===== config.mk =====
export PLATFORM = sky130hd
export DESIGN_NAME = adc_sample_packer
export DESIGN_NICKNAME = d
export VERILOG_FILES = /design/src/rtl/adc_sample_packer.sv
export SDC_FILE = /design/constraint.sdc
export NUM_CORES = 1
export LEC_CHECK = 0
export ABC_AREA = 1
export CAP_MARGIN = 20
export CORE_AREA = 2 2 264 162
export CTS_CLUSTER_DIAMETER = 150
export DETAILED_ROUTE_END_ITERATION = 12
export DIE_AREA = 0 0 266 164
export GPL_ROUTABILITY_DRIVEN = 0
export PLACE_DENSITY = 0.77
export SYNTH_ARGS = -nofsm -noshare
export SYNTH_HDL_FRONTEND = slang
export SYNTH_SLANG_ARGS = --single-unit

===== constraint.sdc =====
create_clock -name i_smp_clk_div -period 4.3 [get_ports i_smp_clk_div]
set_clock_uncertainty 0.05 [all_clocks]
set_input_delay 0.86 -clock i_smp_clk_div [delete_from_list [all_inputs] [get_ports i_smp_clk_div]]
set_output_delay 0.86 -clock i_smp_clk_div [all_outputs]
set_load 0.005 [all_outputs]

===== src/rtl/adc_sample_packer.sv =====
// ADC sample packer: converts aligned ADC samples to signed 16 bit, pairs them into
// 32-bit words, frames fixed-length packets and buffers them toward a stream sink.
module adc_sample_packer #(
    parameter int ADC_BITS   = 14,
    parameter int OFFSET_BIN = 1,
    parameter int FIFO_DEPTH = 16,
    parameter int PKT_WORDS  = 256,
    parameter int SETTLE_CYC = 16
) (
    input  logic                i_smp_clk_div,
    input  logic                i_smp_rst_n,
    input  logic [ADC_BITS-1:0] i_smp_data,
    input  logic                i_smp_align_done,
    input  logic                i_smp_enable,
    output logic [31:0]         o_smp_tdata,
    output logic                o_smp_tvalid,
    output logic                o_smp_tlast,
    input  logic                i_smp_tready,
    output logic                o_smp_overflow,
    output logic [15:0]         o_smp_drop_cnt,
    output logic                o_smp_busy
);

    localparam int WC_W  = (PKT_WORDS > 1) ? $clog2(PKT_WORDS) : 1;
    localparam int ST_W  = $clog2(SETTLE_CYC + 1);
    localparam int PTR_W = $clog2(FIFO_DEPTH);
    localparam int CNT_W = $clog2(FIFO_DEPTH + 1);

    localparam logic [WC_W-1:0]  WC_LAST     = WC_W'(PKT_WORDS - 1);
    localparam logic [ST_W-1:0]  SETTLE_LAST = ST_W'(SETTLE_CYC - 1);
    localparam logic [CNT_W-1:0] CNT_WR_MAX  = CNT_W'(FIFO_DEPTH - 2);

    typedef enum logic [1:0] {
        ST_IDLE  = 2'd0,
        ST_ARM   = 2'd1,
        ST_RUN   = 2'd2,
        ST_ABORT = 2'd3
    } state_t;

    function automatic logic [15:0] f_to_s16(input logic [ADC_BITS-1:0] d);
        logic [ADC_BITS-1:0] s;
        s = d;
        if (OFFSET_BIN != 0) begin
            s[ADC_BITS-1] = ~d[ADC_BITS-1];
        end else begin
            s[ADC_BITS-1] = d[ADC_BITS-1];
        end
        return {{(16-ADC_BITS){s[ADC_BITS-1]}}, s};
    endfunction

    function automatic logic [15:0] f_sat_inc16(input logic [15:0] v);
        if (v == 16'hFFFF) begin
            return v;
        end else begin
            return v + 16'd1;
        end
    endfunction

    state_t            r_state;
    state_t            w_state_nxt;
    logic [ST_W-1:0]   r_settle;
    logic              r_phase;
    logic [15:0]       r_low;
    logic [WC_W-1:0]   r_wc;
    logic              r_stop;
    logic              r_overflow;
    logic [15:0]       r_drop_cnt;
    logic              r_busy;

    logic [PTR_W-1:0]  r_wr_ptr;
    logic [PTR_W-1:0]  r_rd_ptr;
    logic [CNT_W-1:0]  r_count;
    logic [32:0]       r_mem [FIFO_DEPTH];
    logic              r_tvalid;
    logic [31:0]       r_tdata;
    logic              r_tlast;

    logic [15:0]       w_s16;
    logic              w_arm_enter;
    logic              w_capture;
    logic              w_form;
    logic              w_last;
    logic              w_pad;
    logic              w_room;
    logic              w_fifo_wr;
    logic              w_drop;
    logic [32:0]       w_wr_entry;
    logic              w_pop;
    logic [CNT_W-1:0]  w_cnt_after_pop;
    logic [PTR_W-1:0]  w_rd_nxt;
    logic              w_head_vld;
    logic [32:0]       w_head;

    assign w_s16 = f_to_s16(i_smp_data);

    // FSM state register
    always_ff @(posedge i_smp_clk_div or negedge i_smp_rst_n) begin
        if (!i_smp_rst_n) begin
            r_state <= ST_IDLE;
        end else begin
            r_state <= w_state_nxt;
        end
    end

    // FSM next-state logic; align loss in RUN takes priority over a stop request
    always_comb begin
        w_state_nxt = r_state;
        case (r_state)
            ST_IDLE: begin
                if (i_smp_enable) begin
                    w_state_nxt = ST_ARM;
                end else begin
                    w_state_nxt = ST_IDLE;
                end
            end
            ST_ARM: begin
                if (!i_smp_enable) begin
                    w_state_nxt = ST_IDLE;
                end else if (i_smp_align_done && (r_settle == SETTLE_LAST)) begin
                    w_state_nxt = ST_RUN;
                end else begin
                    w_state_nxt = ST_ARM;
                end
            end
            ST_RUN: begin
                if (!i_smp_align_done) begin
                    w_state_nxt = ST_ABORT;
                end else if (r_phase && (r_wc == WC_LAST) && (r_stop || !i_smp_enable)) begin
                    w_state_nxt = ST_IDLE;
                end else begin
                    w_state_nxt = ST_RUN;
                end
            end
            ST_ABORT: begin
                w_state_nxt = ST_IDLE;
            end
            default: begin
                w_state_nxt = ST_IDLE;
            end
        endcase
    end

    // FSM output decode: capture, word formation and FIFO write selection
    always_comb begin
        w_arm_enter = (r_state == ST_IDLE) && i_smp_enable;
        w_capture   = (r_state == ST_RUN) && i_smp_align_done;
        w_form      = w_capture && r_phase;
        w_last      = (r_wc == WC_LAST);
        w_pad       = (r_state == ST_ABORT) && (r_wc != {WC_W{1'b0}});
        w_room      = (r_count <= CNT_WR_MAX);
        w_fifo_wr   = (w_form && w_room) || w_pad;
        w_drop      = w_form && !w_room;
        if (w_pad) begin
            w_wr_entry = {1'b1, 32'h0000_0000};
        end else begin
            w_wr_entry = {w_last, w_s16, r_low};
        end
    end

    // Settle counter, pair phase, held low half and word counter
    always_ff @(posedge i_smp_clk_div or negedge i_smp_rst_n) begin
        if (!i_smp_rst_n) begin
            r_settle <= {ST_W{1'b0}};
            r_phase  <= 1'b0;
            r_low    <= 16'h0000;
            r_wc     <= {WC_W{1'b0}};
        end else begin
            if (r_state == ST_ARM) begin
                r_settle <= i_smp_align_done ? (r_settle + ST_W'(1)) : {ST_W{1'b0}};
            end else begin
                r_settle <= {ST_W{1'b0}};
            end
            r_phase <= w_capture ? ~r_phase : 1'b0;
            if (w_capture && !r_phase) begin
                r_low <= w_s16;
            end
            // wc advances even on dropped words so packet boundaries stay time-aligned
            if (w_form) begin
                r_wc <= w_last ? {WC_W{1'b0}} : (r_wc + WC_W'(1));
            end else if (r_state != ST_RUN) begin
                r_wc <= {WC_W{1'b0}};
            end
        end
    end

    // Stop request latch, overflow/drop status and busy flag
    always_ff @(posedge i_smp_clk_div or negedge i_smp_rst_n) begin
        if (!i_smp_rst_n) begin
            r_stop     <= 1'b0;
            r_overflow <= 1'b0;
            r_drop_cnt <= 16'h0000;
            r_busy     <= 1'b0;
        end else begin
            if (r_state != ST_RUN) begin
                r_stop <= 1'b0;
            end else if (!i_smp_enable) begin
                r_stop <= 1'b1;
            end
            if (w_arm_enter) begin
                r_overflow <= 1'b0;
                r_drop_cnt <= 16'h0000;
            end else if (w_drop) begin
                r_overflow <= 1'b1;
                r_drop_cnt <= f_sat_inc16(r_drop_cnt);
            end
            r_busy <= (w_state_nxt != ST_IDLE);
        end
    end

    // FIFO pop and next-head selection; count includes the word held in the output register
    always_comb begin
        w_pop           = r_tvalid && i_smp_tready;
        w_cnt_after_pop = r_count - CNT_W'(w_pop);
        w_rd_nxt        = r_rd_ptr + PTR_W'(w_pop);
        if (w_cnt_after_pop != {CNT_W{1'b0}}) begin
            w_head_vld = 1'b1;
            w_head     = r_mem[w_rd_nxt];
        end else if (w_fifo_wr) begin
            w_head_vld = 1'b1;
            w_head     = w_wr_entry;
        end else begin
            w_head_vld = 1'b0;
            w_head     = 33'd0;
        end
    end

    // FIFO storage array
    always_ff @(posedge i_smp_clk_div) begin
        if (w_fifo_wr) begin
            r_mem[r_wr_ptr] <= w_wr_entry;
        end
    end

    // FIFO pointers, occupancy and registered first-word-fall-through output
    always_ff @(posedge i_smp_clk_div or negedge i_smp_rst_n) begin
        if (!i_smp_rst_n) begin
            r_wr_ptr <= {PTR_W{1'b0}};
            r_rd_ptr <= {PTR_W{1'b0}};
            r_count  <= {CNT_W{1'b0}};
            r_tvalid <= 1'b0;
            r_tdata  <= 32'h0000_0000;
            r_tlast  <= 1'b0;
        end else begin
            r_wr_ptr <= r_wr_ptr + PTR_W'(w_fifo_wr);
            r_rd_ptr <= w_rd_nxt;
            r_count  <= w_cnt_after_pop + CNT_W'(w_fifo_wr);
            r_tvalid <= w_head_vld;
            r_tdata  <= w_head[31:0];
            r_tlast  <= w_head[32];
        end
    end

    assign o_smp_tdata    = r_tdata;
    assign o_smp_tvalid   = r_tvalid;
    assign o_smp_tlast    = r_tlast;
    assign o_smp_overflow = r_overflow;
    assign o_smp_drop_cnt = r_drop_cnt;
    assign o_smp_busy     = r_busy;

endmodule


* Yosys cells after proc, flatten, opt, wreduce, memory -nomap -nowiden
Memories as Yosys holds them, arrays and structs flattened.
Cells that the tools add are included.
** Word-level totals
- Register bits :: 96
- Bits in writable memories :: 528
- Bits of input ports :: 19
- Output and inout port bits :: 52
- Logic and storage cells :: 83
- Memories kept :: 1
** Memory list
- r_mem :: words 16, bits a word 33, read ports 1, clocked after Yosys merged registers in 0, write ports 1, RTL line 73 : logic [32:0] r_mem [FIFO_DEPTH];
** Cells by class
- $add $sub $neg :: 7
- Magnitude comparators :: 1
- Equal/unequal tests :: 9
- Muxes and demuxes :: 25
- Bitwise gates (word level) :: 2
- Reductions and logical operators :: 23
** Operators by type and width (number)
- 33-bit 2-to-1 mux :: 3
- 16-bit 2-to-1 mux :: 3
- 8-bit 2-to-1 mux :: 3
- 16-bit by 1-bit adder with 16-bit output, second input constant :: 1
- 16-bit equality test, second input constant :: 1
- 1-bit logical AND :: 11
- 5-bit 2-to-1 mux :: 2
- 1-bit 2-to-1 mux :: 9
- 4-bit by 1-bit adder with 4-bit output :: 2
- 8-bit by 1-bit adder with 8-bit output, second input constant :: 1
- 8-bit equality test, second input constant :: 1
- 2-bit 2-to-1 mux :: 4
- 2-bit case mux with 4 select lines :: 1
- 8-bit nonzero test :: 1
- 2-bit nonzero test :: 3
- 5-bit by 1-bit adder with 5-bit output :: 1
- 5-bit by 1-bit adder with 5-bit output, second input constant :: 1
- 5-bit by 4-bit equality test with 1-bit output, second input constant :: 1
- 5-bit by 4-bit less-or-equal comparator with 1-bit output, second input constant :: 1
- 5-bit nonzero test :: 1
- 5-bit by 1-bit subtractor with 5-bit output :: 1
- 2-bit equality test, second input constant :: 2
- 2-bit != test, second input constant :: 2
- 1-bit logical NOT :: 3
- 6 further kinds :: 8

* Logic depth before layout (Yosys ltp)
- Depth after elaboration :: 7
- Depth in mapped cells :: 15
- Gate-level depth less buffers :: 13

* Least setup slack after synthesis
Ideal clock, no wire load.
- Path type :: input port to flip-flop
- From :: input port i_smp_align_done
- To :: memory r_mem[5][0] (enable)
- Setup time :: 0.451 ns
- Arrival time :: 3.537 ns
- Slack :: 0.262 ns
- Stages :: 6
- Buffers on the path :: 0
- Path through :: nand2_1 inv_1 nand2_2 o21ai_2 nand2_1 nor3_1
** Between the ends
- Word-level cells in the longest chain between the ends :: 6
** RTL lines
- start: declaration :: RTL line 13 : input logic i_smp_align_done,
- 1-bit logical AND :: RTL line 146 : w_capture = (r_state == ST_RUN) && i_smp_align_done;
- 1-bit logical AND :: RTL line 147 : w_form = w_capture && r_phase;
- 1-bit logical AND :: RTL line 151 : w_fifo_wr = (w_form && w_room) || w_pad;
- 1-bit logical OR :: RTL line 151
- 1-bit 2-to-1 mux :: RTL line 229 : if (w_fifo_wr) begin
- 1-bit 2-to-1 mux (not written as such) :: RTL line 230 : r_mem[r_wr_ptr] <= w_wr_entry;
- end: declaration :: RTL line 73
No other way between the ends.

* Worst setup path after layout
- From :: input port i_smp_align_done
- To :: memory r_mem[10][1] (enable)
Same word-level chain as after synthesis.

==> metrics.cfg <==
[placement]
place_area_um2 = 26000
placed_cells = 3022
hpwl_um = 33700
io_buffers = 70

[clock_tree]
numCtsBuffers = 49
clock-sinks = 556
cts_root_buf = clkbuf_16
cts_tree = yes
insertion_delay_ps = 570
clk_pin_slew_ps = 60
cts_resized = 0
cts_buffer_depth = 3
cts_max_level = 2
post-cts-setup-buffers = 0
cts_hold_buf = 0

[timing]
hold_viol_final = 0
slew_violations = 0
rsz0062_at_grt = false
finalCriticalPeriod_ps = 2960
tightest_slew_ps = 1150
max_freq_mhz = 338
final-setup-viol-count = 0
min_period_over_period_pct = 68.9
setup_tns_ps = 0
slew_headroom_pct = 23.2

[floorplanning]
initial_utilization_pct = 59.1
row_count = 58
ios = 71
dieArea_um2 = 43600
die_h_um = 164
core_area_um2 = 41200
die_x_um = 266

[power]
p_leak_nw = 12.0
power_w = 0.0170
swShare_pct = 37.6
p_clk_share_pct = 25.8
p_per_area_nw_per_um2 = 616
combPwrFrac_pct = 38.1
intPower_w = 0.0106
p_sw_w = 0.00639
vdd_ir_drop_max_uv = 578
p_seq_share_pct = 36.2

[finish]
nNetsFinal = 2567
drive_gt1_share_pct = 6.67
area_growth_pct = 13.3
antenna_cells = 0
stdcell_count = 3117
post-route-cell-area_um2 = 27600
final_util_pct = 66.9

[synthesis]
ys_seq_area_share_pct = 66.7
netlist_instances = 2466
ys_async_sr_fraction_pct = 16.5
synth_nets = 2497
yosysWarnings = 0
yosysUniqueCellTypes = 32
synth_edf_count = 464
ys_seq_elements = 556
synth.avg_cell_area_um2 = 9.88
synth_area_um2 = 24400
synth-main-ff-cell = edfxtp_1

[grt]
grt_antenna_before_repair = 0
grt_max_degree = 168
grt_pass1_wl_um = 91300
grt_pass1_vias = 16500
grt_util_all_layers_pct = 27.5
overflow = 0

[setup_path]
worstPathRequired_ps = 4510
cp-end-kind = register
criticalPathCategory = in2reg
worst-path-max-fanout = 20
startpoint_type = input pin
crit_arrival_ps = 3170

[route]
drc = 0
wl_per_cell_um = 19.1
totalWireLength_um = 59400
via_per_inst = 5.52
drtIter0Drc = 2311
first_pass_iters = 6
antenna_left = 0
vias = 17200

[flow_run]
drv_cap = 0

[min_path]
hold_class = in2async

[run_status]
status = finished, final reports clean

==> area by class of cell <==
type	count	area, um^2
multi-input combinational	1370	6130
clock inverter	30	256
fill	3007	13600
inverter	426	1610
sequential	556	16200
timing repair buffer	133	1350
tap	540	676
clock buffer	62	1340
==> worst max-delay path, cell delays in order <==
cell and delay [ps]:
clkdlybuf4s50_1 560, nand2_1 90, inv_1 100, nand2_2 110, o21ai_4 340, nand3b_1 380, nor2_4 450, buf_12 240
==> final timing paths <==
path / cells past startpoint / from / to / slack (ps)
setup / recovery: 8 / i_smp_align_done / r_mem[10][1]$_DFFE_PP_ / 1340
hold reg to reg: 1 / r_settle[0]$_DFF_PN0_ / r_settle[0]$_DFF_PN0_ / 420
max in group asynchronous: 2 / i_smp_rst_n / o_smp_tdata[5]$_DFF_PN0_ / 2890
hold / removal: 1 / i_smp_rst_n / o_smp_tdata[16]$_DFF_PN0_ / 390
min in group i_smp_clk_div: 1 / r_settle[0]$_DFF_PN0_ / r_settle[0]$_DFF_PN0_ / 420
setup reg to reg: 6 / r_wc[0]$_DFFE_PN0P_ / r_mem[13][17]$_DFFE_PP_ / 1380
==> layer usage <==
layer | share of wire (%) | vias up | global-route usage, %
met5 | 0 | - | 0
met4 | 2.9 | 0 | 8.68
met3 | 10 | 126 | 4.69
met2 | 45 | 891 | 42.9
met1 | 42 | 8185 | 39.8
li1 | - | 8006 | -
==> cells in the mapped netlist (11+ instances only) <==
| library cell | count | area share, % |
|---|---|---|
| nand3_1 | 373 | 7.7 |
| edfxtp_1 | 464 | 57 |
| buf_1 | 11 | 0.17 |
| o21ai_0 | 22 | 0.45 |
| nor2_1 | 72 | 1.1 |
| nand2_1 | 824 | 13 |
| xor2_1 | 14 | 0.50 |
| nor3_1 | 12 | 0.25 |
| buf_2 | 55 | 1.1 |
| dfrtp_1 | 92 | 9.5 |
| ha_1 | 12 | 0.62 |
| inv_1 | 421 | 6.5 |
| clkbuf_1 | 36 | 0.55 |
==> power groups by stage <==
stage	clock network, W	registers [W]	logic (W)
after floorplan	0	0.00623	0.00432
after global placement	0	0.00626	0.00620
after detailed placement	0	0.00626	0.00633
after CTS	0.00441	0.00615	0.00641
after global routing	0.00463	0.00616	0.00713
final	0.00438	0.00614	0.00647
==> kinds of logic (layout without fill, tap and decap cells) <==
family	Yosys count	after routing	share of synthesized area [%]
buffers and inverters	540	651	8.84
and+or+nand+nor	1293	1293	22.1
DFF	556	556	66.7
xor gates and xnor gates	23	23	0.827
adders and majority gates	12	12	0.617
AOI/OAI and AO/OA	42	42	0.961
==> placed cells by master, fill, tap and decap left out, types with 2 or more instances in the layout <==
cell type        synthesis  final
nand3b_1                 3      3
nor2_4                   1     10
xnor2_1                  9      7
or2_2                    2      2
clkinv_2                 0     13
buf_4                    9     50
clkbuf_8                 0      2
ha_4                     0      2
o22ai_1                  3      3
inv_1                  421    420
edfxtp_1               464    464
clkinv_4                 0      2
nor3_1                  12      6
clkbuf_1                36      9
clkdlybuf4s50_1          0     69
clkbuf_16                0     51
nand2_1                824    824
o21ai_1                 10     10
xnor2_2                  0      2
xor2_1                  14     13
ha_1                    12     10
buf_12                   0     14
dfrtp_1                 92     92
o21ai_0                 22     22
nor3_2                   0      6
inv_6                    0      2
bufinv_16                0      4
nand3_1                373    373
clkinv_1                 0      9
clkinvlp_4               0      2
nor2_1                  72     62
nand4_1                  3      3
inv_2                    5      3
==> flip-flops by register name (all words and copies together) (netlist names), 2 cells and up <==
| signal | count |
|---|---|
| o_smp_drop_cnt | 16 |
| o_smp_tdata | 28 |
| r_state | 2 |
| r_wr_ptr | 4 |
| r_low | 14 |
| r_settle | 5 |
| r_rd_ptr | 4 |
| r_mem | 464 |
| r_count | 5 |
| r_wc | 8 |
==> through the flow <==
stage,worst slack (ps),hold slack (ps)
after floorplan,262,383
after global placement,815,395
after detailed placement,813,424
after CTS,1370,419
after global routing,1210,455
final,1340,390
No activity file was read; power rests on OpenSTA's default activity.
